--- src/rtl/cdc_pkg.sv ---
// Shared types for the toggle req/ack clock-domain-crossing pair.
// The destination-end block will reuse the state encoding.
package cdc_pkg;

  typedef enum logic {
    IDLE     = 1'b0,
    WAIT_ACK = 1'b1
  } cdc_tx_state_t;

endpackage

--- src/rtl/synchronizer_ff.sv ---
// Multi-stage flop chain that resynchronizes an asynchronous signal onto clk.
// Every stage resets to 0 so both protocol toggles start aligned.
module synchronizer_ff #(
  parameter int DATA_WIDTH = 1,
  parameter int SYNC_DEPTH = 2
) (
  input  logic                  clk,
  input  logic                  rst,
  input  logic [DATA_WIDTH-1:0] i_d,
  output logic [DATA_WIDTH-1:0] o_q
);

  logic [DATA_WIDTH-1:0] r_stage [SYNC_DEPTH];

  genvar gi;
  generate
    for (gi = 0; gi < SYNC_DEPTH; gi++) begin : g_stage
      always_ff @(posedge clk or negedge rst) begin
        if (!rst) begin
          r_stage[gi] <= '0;
        end else if (gi == 0) begin
          r_stage[gi] <= i_d;
        end else begin
          r_stage[gi] <= r_stage[(gi == 0) ? 0 : gi-1];
        end
      end
    end
  endgenerate

  assign o_q = r_stage[SYNC_DEPTH-1];

endmodule

--- src/rtl/cdc_handshake_tx.sv ---
// Source end of a two-phase req/ack CDC link: holds one word stable while its
// request toggle is outstanding, with an optional sticky ack watchdog.
module cdc_handshake_tx
  import cdc_pkg::*;
#(
  parameter int DATA_WIDTH     = 32,
  parameter int SYNC_DEPTH     = 2,
  parameter int TIMEOUT_CYCLES = 1024
) (
  input  logic                  clk,
  input  logic                  rst,
  input  logic                  in_valid,
  output logic                  in_ready,
  input  logic [DATA_WIDTH-1:0] in_data,
  output logic [DATA_WIDTH-1:0] data_out,
  output logic                  req_out,
  input  logic                  ack_in,
  output logic                  busy,
  output logic                  err,
  input  logic                  err_clr
);

  cdc_tx_state_t         r_state;
  logic                  r_req;
  logic [DATA_WIDTH-1:0] r_data;
  logic                  w_ack_sync;
  logic                  w_accept;

  synchronizer_ff #(
    .DATA_WIDTH(1),
    .SYNC_DEPTH(SYNC_DEPTH)
  ) u_ack_sync (
    .clk (clk),
    .rst (rst),
    .i_d (ack_in),
    .o_q (w_ack_sync)
  );

  assign w_accept = (r_state == IDLE) && in_valid;

  // A stray ack toggle seen in IDLE is never examined here; it only matters
  // once the next request is issued.
  always_ff @(posedge clk or negedge rst) begin
    if (!rst) begin
      r_state <= IDLE;
      r_req   <= 1'b0;
      r_data  <= '0;
    end else begin
      case (r_state)
        IDLE: begin
          if (in_valid) begin
            r_data  <= in_data;
            r_req   <= ~r_req;
            r_state <= WAIT_ACK;
          end
        end
        WAIT_ACK: begin
          if (w_ack_sync == r_req) begin
            r_state <= IDLE;
          end
        end
        default: r_state <= IDLE;
      endcase
    end
  end

  assign in_ready = (r_state == IDLE);
  assign busy     = ~in_ready;
  assign data_out = r_data;
  assign req_out  = r_req;

  generate
    if (TIMEOUT_CYCLES > 0) begin : g_wdog
      localparam int TW = $clog2(TIMEOUT_CYCLES + 1);
      localparam logic [TW-1:0] TMAX = TW'(TIMEOUT_CYCLES);
      localparam logic [TW-1:0] THIT = TW'(TIMEOUT_CYCLES - 1);

      logic [TW-1:0] r_timer;
      logic          r_err;
      logic          w_hit;

      // Set fires on the edge where the timer steps onto TMAX.
      assign w_hit = (r_state == WAIT_ACK) && (r_timer == THIT);

      always_ff @(posedge clk or negedge rst) begin
        if (!rst) begin
          r_timer <= '0;
          r_err   <= 1'b0;
        end else begin
          if (w_accept) begin
            r_timer <= '0;
          end else if ((r_state == WAIT_ACK) && (r_timer != TMAX)) begin
            r_timer <= r_timer + 1'b1;
          end
          if (w_hit) begin
            r_err <= 1'b1;
          end else if (err_clr) begin
            r_err <= 1'b0;
          end
        end
      end

      assign err = r_err;
    end else begin : g_no_wdog
      assign err = 1'b0;
    end
  endgenerate

endmodule
--- config.mk ---
export PLATFORM = sky130hd
export DESIGN_NAME = cdc_handshake_tx
export DESIGN_NICKNAME = d
export VERILOG_FILES = /design/src/rtl/cdc_pkg.sv /design/src/rtl/synchronizer_ff.sv /design/src/rtl/cdc_handshake_tx.sv
export SDC_FILE = /design/constraint.sdc
export NUM_CORES = 1
export LEC_CHECK = 0
export CORE_ASPECT_RATIO = 1.75
export CORE_MARGIN = 2
export CORE_UTILIZATION = 39
export DETAILED_ROUTE_END_ITERATION = 10
export GPL_TIMING_DRIVEN = 0
export PLACE_DENSITY = 0.86
export SYNTH_ARGS = -nofsm -noshare
export SYNTH_HDL_FRONTEND = slang
export SYNTH_HIERARCHICAL = 1
export SYNTH_SLANG_ARGS = --single-unit
--- constraint.sdc ---
create_clock -name clk -period 1.4 [get_ports clk]
set_input_delay 0.35 -clock clk [delete_from_list [all_inputs] [get_ports clk]]
set_output_delay 0.35 -clock clk [all_outputs]
set_load 0.02 [all_outputs]
==> impl_metrics.toml <==
[critical_path]
critical_path.max_stage_delay_ns = 0.40
cp.arrival_ns = 1.76
critPathCaptureType = "register"
worstPathBufferInverterCount = 0
crit_family = "simple AND/OR/NAND/NOR gates"
required_ns = 1.63
critPathKind = "reg2reg"
critPathSlowestCell = "or3b_4"
path_cells = "ha_2, and4_4, or3b_4, xor2_1, o21ai_1"
critPathLaunchType = "register"
critPathMaxFanout = 2

[timing]
setup_ws_ns = -0.134
worst_slew_pin_slew_ns = 0.334
clock_skew_ns = 0.00432
finalSetupViolCount = 39
holdWs_ns = 0.355
timing.final.crit_share = 1.10
rsz0062_at_grt = "yes"
max_freq_ghz = 0.652
period_minus_slack_ns = 1.53
hold_viol = 0
slew_viol_final = 0
max_slew_margin = 0.777

[final_layout]
area_growth_pct = 61.8
nNetsFinal = 286
final_common_cell = "dfrtp_1"
utilization = 0.645
diodes = 0
drive_above_1_share = 0.335
final_cell_mix = "47 x dfrtp_1, 34 x clkdlybuf4s50_1, 32 x mux2_2, 32 x dlygate4sd2_1, 14 x buf_4"

[run_status]
violations = "negative setup slack"
status = "finished with violations"

[placement]
place_congestion = 0.803
dp_slack_ns = -0.493
hpwl_microns = 3040
port_buffers = 72

[yosys]
syn_nets = 189
synth.avg_cell_area_sq_um = 13.1
synth_seq_area_share = 0.610
yosysWarningCount = 6
ys_ff_latch = 48
syn_inst = 150
synth_area_sq_um = 1970
synth_cell_types = 23

[floorplan]
core_sq_um = 4930
die_x_microns = 57.7
dieArea_sq_um = 5650
die_h_microns = 98.0
start_util = 0.399
row_count = 34
ios = 73

[cts]
cts_tree = "done"
cts_buffer_depth = 2
clock_sinks = 48
clock_latency_ns = 0.29
clk_pin_slew_worst_paths_ns = 0.09
root_buffer = "clkbuf_8"
cts_buffers = 5
ctsHtreeMaxLevel = 2

[grt]
grt_overflow = 0
antenna_found_initial = 0
grt_pass1_wl_microns = 7470
grt_usage = 0.174
grt_max_degree = 40
first_global_vias = 1530

[route]
drc_errors = 0
drt-total-wl_microns = 4660
ant_nets = 0
wire_per_inst_microns = 15.4
dr.pass1.iters = 4
via_count = 1520
drt_iter0_drc = 21
routed_via_density = 5.03

[worst_hold_path]
hold_path_class = "reg2reg"

[power_and_ir_drop]
leakage_uw = 0.00142
peakVddDrop_uv = 1250
power_density_nw_per_um2 = 2000

[flow_run]
maxCapViolations = 0
-- routing by layer --
layer | vias up | GRT usage | share of wire
met2 | 43 | 0.321 | 0.58
met3 | 10 | 0.0212 | 0.033
met5 | - | 0 | 0
li1 | 708 | - | -
met4 | 0 | 0.0859 | 0.027
met1 | 759 | 0.186 | 0.36
-- registers in the layout (all words and copies together) (netlist names) --
| name | flops |
|---|---|
| req_out | 1 |
| g_wdog.r_timer | 11 |
| u_ack_sync/r_stage | 1 |
| u_ack_sync/o_q | 1 |
| err | 1 |
| busy | 1 |
| data_out | 32 |
-- kinds of logic (layout without fill, tap and decap cells) --
| family | after synthesis | in the layout | synth area share |
|---|---|---|---|
| multiplexers | 33 | 33 | 0.188 |
| AND/OR/NAND/NOR | 28 | 28 | 0.0687 |
| adder cells (fa/ha/maj) | 2 | 2 | 0.0127 |
| buffers and inverters | 13 | 111 | 0.0273 |
| flip-flops | 48 | 48 | 0.610 |
| XOR/XNOR | 12 | 12 | 0.0534 |
| AO/OA/AOI/OAI | 14 | 14 | 0.0394 |
-- cell usage after synthesis --
| cell | instances | area (sq um) |
|---|---|---|
| or3b_1 | 1 | 8.76 |
| xnor2_1 | 6 | 52.6 |
| and4_1 | 1 | 8.76 |
| nand2_1 | 14 | 52.6 |
| buf_2 | 4 | 20.0 |
| nand3_1 | 2 | 10.0 |
| nor2_1 | 2 | 7.51 |
| nor2b_1 | 1 | 6.26 |
| dfrtp_1 | 48 | 1200 |
| ha_1 | 2 | 25.0 |
| a21oi_1 | 1 | 5.00 |
| nand4_1 | 3 | 18.8 |
| mux2i_1 | 1 | 10.0 |
| a41oi_1 | 1 | 8.76 |
| clkbuf_1 | 3 | 11.3 |
| o32ai_1 | 1 | 8.76 |
| mux2_2 | 32 | 360 |
| o21ai_1 | 1 | 5.00 |
| xor2_1 | 6 | 52.6 |
| nor3_1 | 2 | 10.0 |
| inv_1 | 6 | 22.5 |
| nor4_1 | 2 | 12.5 |
| o21ai_0 | 10 | 50.1 |
-- where the power goes --
part	internal [uW]	switching [uW]
Clock	630	448
Combinational	1590	1470
Sequential	1940	298
Total	4170	2220
-- metrics by stage --
| step | area [sq um] | total power (uW) | std cells | TNS, ns |
|---|---|---|---|---|
| CTS | 3100 | 6340 | 296 | -1.55 |
| global route | 3180 | 6750 | 302 | -5.27 |
| finish | 3180 | 6380 | 302 | -3.07 |
| detailed placement | 2780 | 5210 | 277 | -17.67 |
| global placement | 2770 | 5120 | 276 | -82.86 |
| floorplan | 1980 | 3800 | 150 | -0.154 |
-- worst reg2reg max path, stage by stage, from the launching register on --
cell and delay (ns):
dfrtp_1 0.38, ha_2 0.19, and4_4 0.23, or3b_4 0.40
xor2_1 0.15, o21ai_1 0.11
-- cell type report --
class                   instances  area (sq um)
well taps                      54          67.6
clock inverters                 1          30.0
plain buffers                   6          88.8
multi-input cells              89           782
repair buffers                 91           895
clock buffers                   7          96.3
fillers                       400          1750
inverters                       6          22.5
flip-flops and latches         48          1200
-- what timing repair did --
action	in CTS	in global routing
setup buffers	7	7
resized for setup	63	22
hold buffers	1	0
endpoints found under the hold margin	9	0
endpoints found under the setup margin	71	49
gates cloned	3	0
pin swaps	2	6
-- path summary, 6_finish.rpt --
check,from,to,slack [ns],cells after the start
max,g_wdog.r_timer[1]$_DFFE_PN0P_,g_wdog.r_timer[10]$_DFFE_PN0P_,-0.13,5
min,u_ack_sync/r_stage[1]$_DFF_PN0_,u_ack_sync/o_q$_DFF_PN0_,0.35,0
max reg2reg,g_wdog.r_timer[1]$_DFFE_PN0P_,g_wdog.r_timer[10]$_DFFE_PN0P_,-0.13,5
min reg2reg,u_ack_sync/r_stage[1]$_DFF_PN0_,u_ack_sync/o_q$_DFF_PN0_,0.35,0
max in group asynchronous,rst,data_out[8]$_DFFE_PN0P_,0.45,3
min in group asynchronous,rst,g_wdog.r_timer[8]$_DFFE_PN0P_,0.46,2
Note: power is estimated with default switching activity, not from simulation.
